$ cat src/rtl/cpu_if_pkg.sv
// Shared definitions for the instruction fetch stage: interrupt-injection
// state encodings and the instruction constants the fetch logic emits.
package cpu_if_pkg;

  typedef enum logic [1:0] {
    S_INT_IDLE = 2'd0,
    S_INT_WAIT = 2'd1,
    S_INT_IINS = 2'd2,
    S_INT_INOP = 2'd3
  } int_state_t;

  // All-zero word is the pipeline bubble.
  localparam logic [31:0] NOP = 32'h0000_0000;

  // JALR $i1, $i0 -- jumps to the vector held in $i0, saving the return in $i1.
  localparam logic [31:0] IV_INST_DEFAULT = 32'h0340_d809;

endpackage

$ cat src/rtl/if_queue.sv
// Circular prefetch FIFO holding {pc, inst} pairs. Clear wins over push;
// a push into an empty queue becomes visible at the head one cycle later.
module if_queue #(
  parameter int DEPTH = 4,
  parameter int WIDTH = 64
) (
  input  logic                       clk,
  input  logic                       rst,
  input  logic                       push,
  input  logic                       pop,
  input  logic                       clear,
  input  logic [WIDTH-1:0]           din,
  output logic [WIDTH-1:0]           dout,
  output logic                       full,
  output logic                       empty,
  output logic [$clog2(DEPTH):0]     count
);

  localparam int PW = $clog2(DEPTH);

  logic [WIDTH-1:0] mem [DEPTH];
  logic [PW-1:0]    wr_ptr;
  logic [PW-1:0]    rd_ptr;
  logic [PW:0]      cnt;
  logic             do_push;
  logic             do_pop;

  assign full    = (cnt == (PW+1)'(DEPTH));
  assign empty   = (cnt == '0);
  assign count   = cnt;
  assign dout    = mem[rd_ptr];
  assign do_pop  = pop && !empty && !clear;
  assign do_push = push && !clear && (!full || do_pop);

  // Pointer and occupancy update; pointers wrap naturally at DEPTH.
  always_ff @(posedge clk) begin
    if (rst || clear) begin
      wr_ptr <= '0;
      rd_ptr <= '0;
      cnt    <= '0;
    end else begin
      if (do_push) wr_ptr <= wr_ptr + 1'b1;
      if (do_pop)  rd_ptr <= rd_ptr + 1'b1;
      cnt <= cnt + (PW+1)'(do_push) - (PW+1)'(do_pop);
    end
  end

  // Storage write; contents need no reset since occupancy gates every read.
  always_ff @(posedge clk) begin
    if (do_push) mem[wr_ptr] <= din;
  end

endmodule

$ cat src/rtl/cpu_if_pq.sv
// Instruction fetch stage with prefetch queue, one-outstanding memory
// handshake, redirect squash and interrupt-vector injection.
//
// int FSM states:
//   state      | meaning
//   S_INT_IDLE | no interrupt pending; int_req sampled
//   S_INT_WAIT | waiting for one real instruction to issue (delay-slot guard)
//   S_INT_IINS | inject IV_INST, flush queue, refetch from int_pc
//   S_INT_INOP | issue a bubble behind the injected jump
module cpu_if_pq
  import cpu_if_pkg::*;
#(
  parameter int                W_ADDR   = 32,
  parameter int                DEPTH    = 4,
  parameter logic [W_ADDR-1:0] RESET_PC = '0,
  parameter logic [W_ADDR-1:0] IV_INST  = W_ADDR'(IV_INST_DEFAULT)
) (
  input  logic              clk,
  input  logic              rst,
  input  logic              cpu_stall,
  input  logic              stall,
  output logic              imem_req,
  output logic [W_ADDR-1:0] imem_addr,
  input  logic              imem_ack,
  input  logic [W_ADDR-1:0] iin,
  input  logic [W_ADDR-1:0] b_addr,
  input  logic [W_ADDR-1:0] j_addr,
  input  logic              pc_b,
  input  logic              pc_j,
  output logic [W_ADDR-1:0] p_pc,
  output logic [W_ADDR-1:0] p_inst,
  input  logic              int_req,
  input  logic [W_ADDR-1:0] int_pc,
  output logic              int_ack,
  output logic              int_flush
);

  localparam int                CW   = $clog2(DEPTH) + 1;
  localparam logic [W_ADDR-1:0] BUBB = W_ADDR'(NOP);

  int_state_t          st, st_n;
  logic [W_ADDR-1:0]   fpc, redir_pc;
  logic                squash, req_q, seen_real;
  logic                redirect, inject, flush, ack_ok, pending;
  logic [W_ADDR-1:0]   new_pc;
  logic                q_push, q_pop, q_full, q_empty;
  logic [2*W_ADDR-1:0] q_dout;
  logic [CW-1:0]       q_count, cnt_n;

  // Injection owns the IINS cycle; redirects are honoured everywhere else.
  assign redirect = (pc_b || pc_j) && !cpu_stall && (st != S_INT_IINS);
  assign inject   = (st == S_INT_IINS) && !cpu_stall;
  assign flush    = redirect || inject;
  assign new_pc   = inject ? int_pc : (pc_b ? b_addr : j_addr);
  assign ack_ok   = req_q && imem_ack;
  assign pending  = req_q && !imem_ack;
  assign q_pop    = !cpu_stall && !stall && !flush &&
                    ((st == S_INT_IDLE) || (st == S_INT_WAIT));
  assign q_push   = ack_ok && !squash && (!q_full || q_pop);
  assign cnt_n    = flush ? '0 :
                    q_count + CW'(q_push) - CW'(q_pop && !q_empty);

  assign imem_req  = req_q;
  assign imem_addr = fpc;
  assign int_ack   = (st != S_INT_IDLE);
  assign int_flush = (st == S_INT_IINS);

  if_queue #(.DEPTH(DEPTH), .WIDTH(2*W_ADDR)) u_queue (
    .clk   (clk),
    .rst   (rst),
    .push  (q_push),
    .pop   (q_pop),
    .clear (flush),
    .din   ({fpc, iin}),
    .dout  (q_dout),
    .full  (q_full),
    .empty (q_empty),
    .count (q_count)
  );

  // Fetch address and request handshake; an in-flight request is never
  // retargeted, a flush behind it is parked in redir_pc until its ack.
  always_ff @(posedge clk) begin
    if (rst) begin
      fpc      <= RESET_PC;
      redir_pc <= RESET_PC;
      squash   <= 1'b0;
      req_q    <= 1'b0;
    end else begin
      req_q <= pending || (cnt_n < CW'(DEPTH));
      if (flush && pending) begin
        squash   <= 1'b1;
        redir_pc <= new_pc;
      end else if (ack_ok) begin
        squash <= 1'b0;
      end
      if (flush && !pending)
        fpc <= new_pc;
      else if (ack_ok)
        fpc <= squash ? redir_pc : fpc + W_ADDR'(4);
    end
  end

  // IF/ID register: injection, squash, hold or pop (bubble when empty).
  always_ff @(posedge clk) begin
    if (rst) begin
      p_pc   <= BUBB;
      p_inst <= BUBB;
    end else if (!cpu_stall) begin
      if (inject) begin
        p_pc   <= BUBB;
        p_inst <= IV_INST;
      end else if (redirect || (st == S_INT_INOP)) begin
        p_pc   <= BUBB;
        p_inst <= BUBB;
      end else if (!stall) begin
        p_pc   <= q_empty ? BUBB : q_dout[2*W_ADDR-1:W_ADDR];
        p_inst <= q_empty ? BUBB : q_dout[W_ADDR-1:0];
      end
    end
  end

  // Tracks whether a real instruction has issued since entering WAIT.
  always_ff @(posedge clk) begin
    if (rst)
      seen_real <= 1'b0;
    else if (!cpu_stall) begin
      if (st != S_INT_WAIT)
        seen_real <= 1'b0;
      else if (q_pop && !q_empty)
        seen_real <= 1'b1;
    end
  end

  // Interrupt state register.
  always_ff @(posedge clk) begin
    if (rst) st <= S_INT_IDLE;
    else     st <= st_n;
  end

  // Interrupt next-state; frozen under cpu_stall.
  always_comb begin
    st_n = st;
    if (!cpu_stall) begin
      case (st)
        S_INT_IDLE: if (int_req) st_n = S_INT_WAIT;
        S_INT_WAIT: if (seen_real && !pc_b && !pc_j) st_n = S_INT_IINS;
        S_INT_IINS: st_n = S_INT_INOP;
        S_INT_INOP: st_n = S_INT_IDLE;
      endcase
    end
  end

endmodule

$ cat config.mk
export PLATFORM = sky130hd
export DESIGN_NAME = cpu_if_pq
export DESIGN_NICKNAME = d
export VERILOG_FILES = /design/src/rtl/cpu_if_pkg.sv /design/src/rtl/if_queue.sv /design/src/rtl/cpu_if_pq.sv
export SDC_FILE = /design/constraint.sdc
export NUM_CORES = 1
export LEC_CHECK = 0
export ABC_CLOCK_PERIOD_IN_PS = 7500
export CORE_MARGIN = 3
export CORE_UTILIZATION = 60
export CTS_BUF_LIST = sky130_fd_sc_hd__clkbuf_8
export CTS_CLUSTER_DIAMETER = 40
export DETAILED_ROUTE_END_ITERATION = 8
export PLACE_DENSITY = 0.86
export SLEW_MARGIN = 20
export SYNTH_ARGS = -nofsm -noshare
export SYNTH_HDL_FRONTEND = slang
export SYNTH_HIERARCHICAL = 1
export SYNTH_SLANG_ARGS = --single-unit
$ cat constraint.sdc
create_clock -name clk -period 7.5 [get_ports clk]
set_input_delay 1.5 -clock clk [delete_from_list [all_inputs] [get_ports clk]]
set_output_delay 1.5 -clock clk [all_outputs]
set_load 0.02 [all_outputs]
==> metrics.txt <==
Seq/Total Area, Yosys 64.1%; Top FF cell, synth edfxtp_1; Worst slew margin 27.6%; routed vias/inst around 6.2; asr flop ratio synth 0%; Placer Congestion 0.849; total CTS buffers 59; postcts setup bufs 0; HPWL Detailed 24.4 mm; setup violators final 0; CP arrival roughly 4.5 ns; post-synthesis net count 1363; Post-Route WL 39.9 mm; Site Rows 59; Reg2Reg Launch Point st[0]; Initial Util 62.0%; outcome finished, final reports clean; Crit Path Class in2reg; fmax approximately 230 MHz; Synth Area per Inst 13.5 um^2; Hold Path Class reg2reg; Die X ~170 um; distinct cell type count after synthesis 64; commonest non-fill, non-tap cell in the layout edfxtp_1; die area 29400 um^2; Warnings, synthesis 6; initial antenna violation count 1; Min-Delay Startpoint redir_pc[8]; first-pass GRT wire length 61.3 mm; Tcrit/Tclk final 57.5%; Final Max Tran Viols 0; Max Cap Viol 0; Via Count 11238; fillers 1633; Iter 0 DRT Violations 1032; sum of negative setup slack 0 ns; ANT nets after route 0; Final Critical Period 4.32 ns; Leakage around 6.8 nW; maximum VDD drop between 0.0001 and 0.00015 V; mapped cell area 16400 um^2; power per cell area about 230 nW/um^2; Worst-Margin Slew 1.09 ns; fin area 20000 um^2; largest net degree at the start of global routing 77; DRC 0; R2R depth 8; buffer levels on the longest clock path 3; Critical Path Source pc_b; clock sink total between 300 and 400; Place WS approximately 2.7 ns; number of port buffers between 200 and 250; CP Launch Type input port; area grow syn2layout 21.8%; layout cells sized above 1 between 10% and 20%; Worst Path Required around 7.7 ns; EDFF count, synth 256; WL per Instance 21.8 um; final hold vios 0; Cells after Synth 1214; GRT overflow 0; Core Footprint 26500 um^2; Critical Path Sink u_queue/mem[3][36]; num ports 235; most frequent cells in the layout edfxtp_1, clkdlybuf4s50_1, nor2_1, dfxtp_1, a21oi_1; dpl cell area 18800 um^2; vias in the first global route 11182; Resized Gates After CTS 0; Reg clk slew, reported paths 0.06 ns; CP Capture Type register; H-tree levels 2; total track usage between 20% and 30%; RSZ-0062 raised after global routing false; die height 171 um; R2R setup slack 3.65 ns; Root Buffer clkbuf_8; Hold WS 0.490 ns; CP max FO 64; sequential cell area 10500 um^2; final worst slack 3.18 ns; Worst R2R End u_queue/mem[3][36]; CTS tree built; Nets 1589; footprint of the multi-input gates 5410 um^2; Yosys reg bits 398; Hold Buf Count CTS 0; Worst Skew 0.0134 ns; DRT Pass-1 Iters 5; clk_lat worst skew 0.60 ns
==> layer usage <==
layer  wire length (um)  part of all wire, %  track usage [%]
met5                  0                    0                0
met4                977                  2.5             9.38
met3               3790                  9.5             5.93
met2              19600                   49             45.2
met1              15500                   39             35.6
==> worst min path at each step <==
stage,endpoint,slack (ns),depth (start not counted)
2_1_floorplan,redir_pc[15],0.45,2
3_3_place_gp,register,0.46,2
3_5_place_dp,redir_pc[6],0.48,2
4_1_cts,redir_pc[11],0.49,2
5_1_grt,redir_pc[6],0.51,2
6_report,redir_pc[8],0.49,2
==> Yosys cell counts (12+ instances only) <==
master | count | area (um^2)
nand3_1 | 16 | 80.1
dfxtp_1 | 142 | 2840
ha_1 | 12 | 150
nand2_1 | 28 | 105
inv_1 | 22 | 82.6
a211oi_1 | 23 | 173
nor3_1 | 21 | 105
edfxtp_1 | 256 | 7690
a22oi_1 | 55 | 413
mux2i_1 | 46 | 460
nor2_1 | 204 | 766
mux4_2 | 60 | 1350
clkbuf_1 | 36 | 135
a21oi_1 | 95 | 475
xnor2_1 | 15 | 131
buf_2 | 20 | 100
o21ai_0 | 32 | 160
==> critical path: stages <==
cell      delay, ns
buf_2          0.09
buf_4          0.29
nor3_2         0.52
o221ai_1       0.27
a211oi_1       0.33
nand2b_1       0.11
a21oi_2        0.35
and2_4         0.89
==> cell type report <==
cell class / count / area share (%)
Multi-Input combinational cell: 716 / 27.1
Timing Repair Buffer: 242 / 12.0
Clock buffer: 71 / 4.88
Sequential cell: 398 / 52.7
Clock inverter: 41 / 0.857
Antenna cell: 1 / 0.0125
Inverter: 23 / 0.431
Tap cell: 335 / 2.09
==> state kept, by name (all words and copies together), names as in the netlist, named ones only <==
register	flops
redir_pc	32
imem_req	1
p_pc	32
st	2
squash	1
u_queue/count	3
u_queue/mem	256
seen_real	1
imem_addr	32
u_queue/wr_ptr	2
p_inst	32
u_queue/rd_ptr	2
==> per-stage QoR <==
stage | std cells | utilization [%] | power (mW)
4_1_cts | 1826 | 75.5 | 4.55
6_report | 1827 | 75.5 | 4.53
2_1_floorplan | 1214 | - | 2.70
3_3_place_gp | 1714 | 71.1 | 2.89
5_1_grt | 1827 | 75.5 | 4.68
3_5_place_dp | 1714 | 71.1 | 2.91
==> where the power goes <==
group          internal [mW]  switching [mW]
Clock                  0.858           0.803
Combinational          0.189           0.219
Sequential              2.39          0.0701
Total                   3.44            1.09
==> logic make-up after synthesis <==
| kind of cell | synth area share (%) |
|---|---|
| DFF | 64.1 |
| and+or+nand+nor | 9.05 |
| AOI/OAI and AO/OA | 8.81 |
| muxes | 12.4 |
| buffers and inverters | 3.25 |
| xor gates and xnor gates | 1.39 |
| adders and majority gates | 1.04 |
Note: power is estimated with default switching activity, not from simulation.
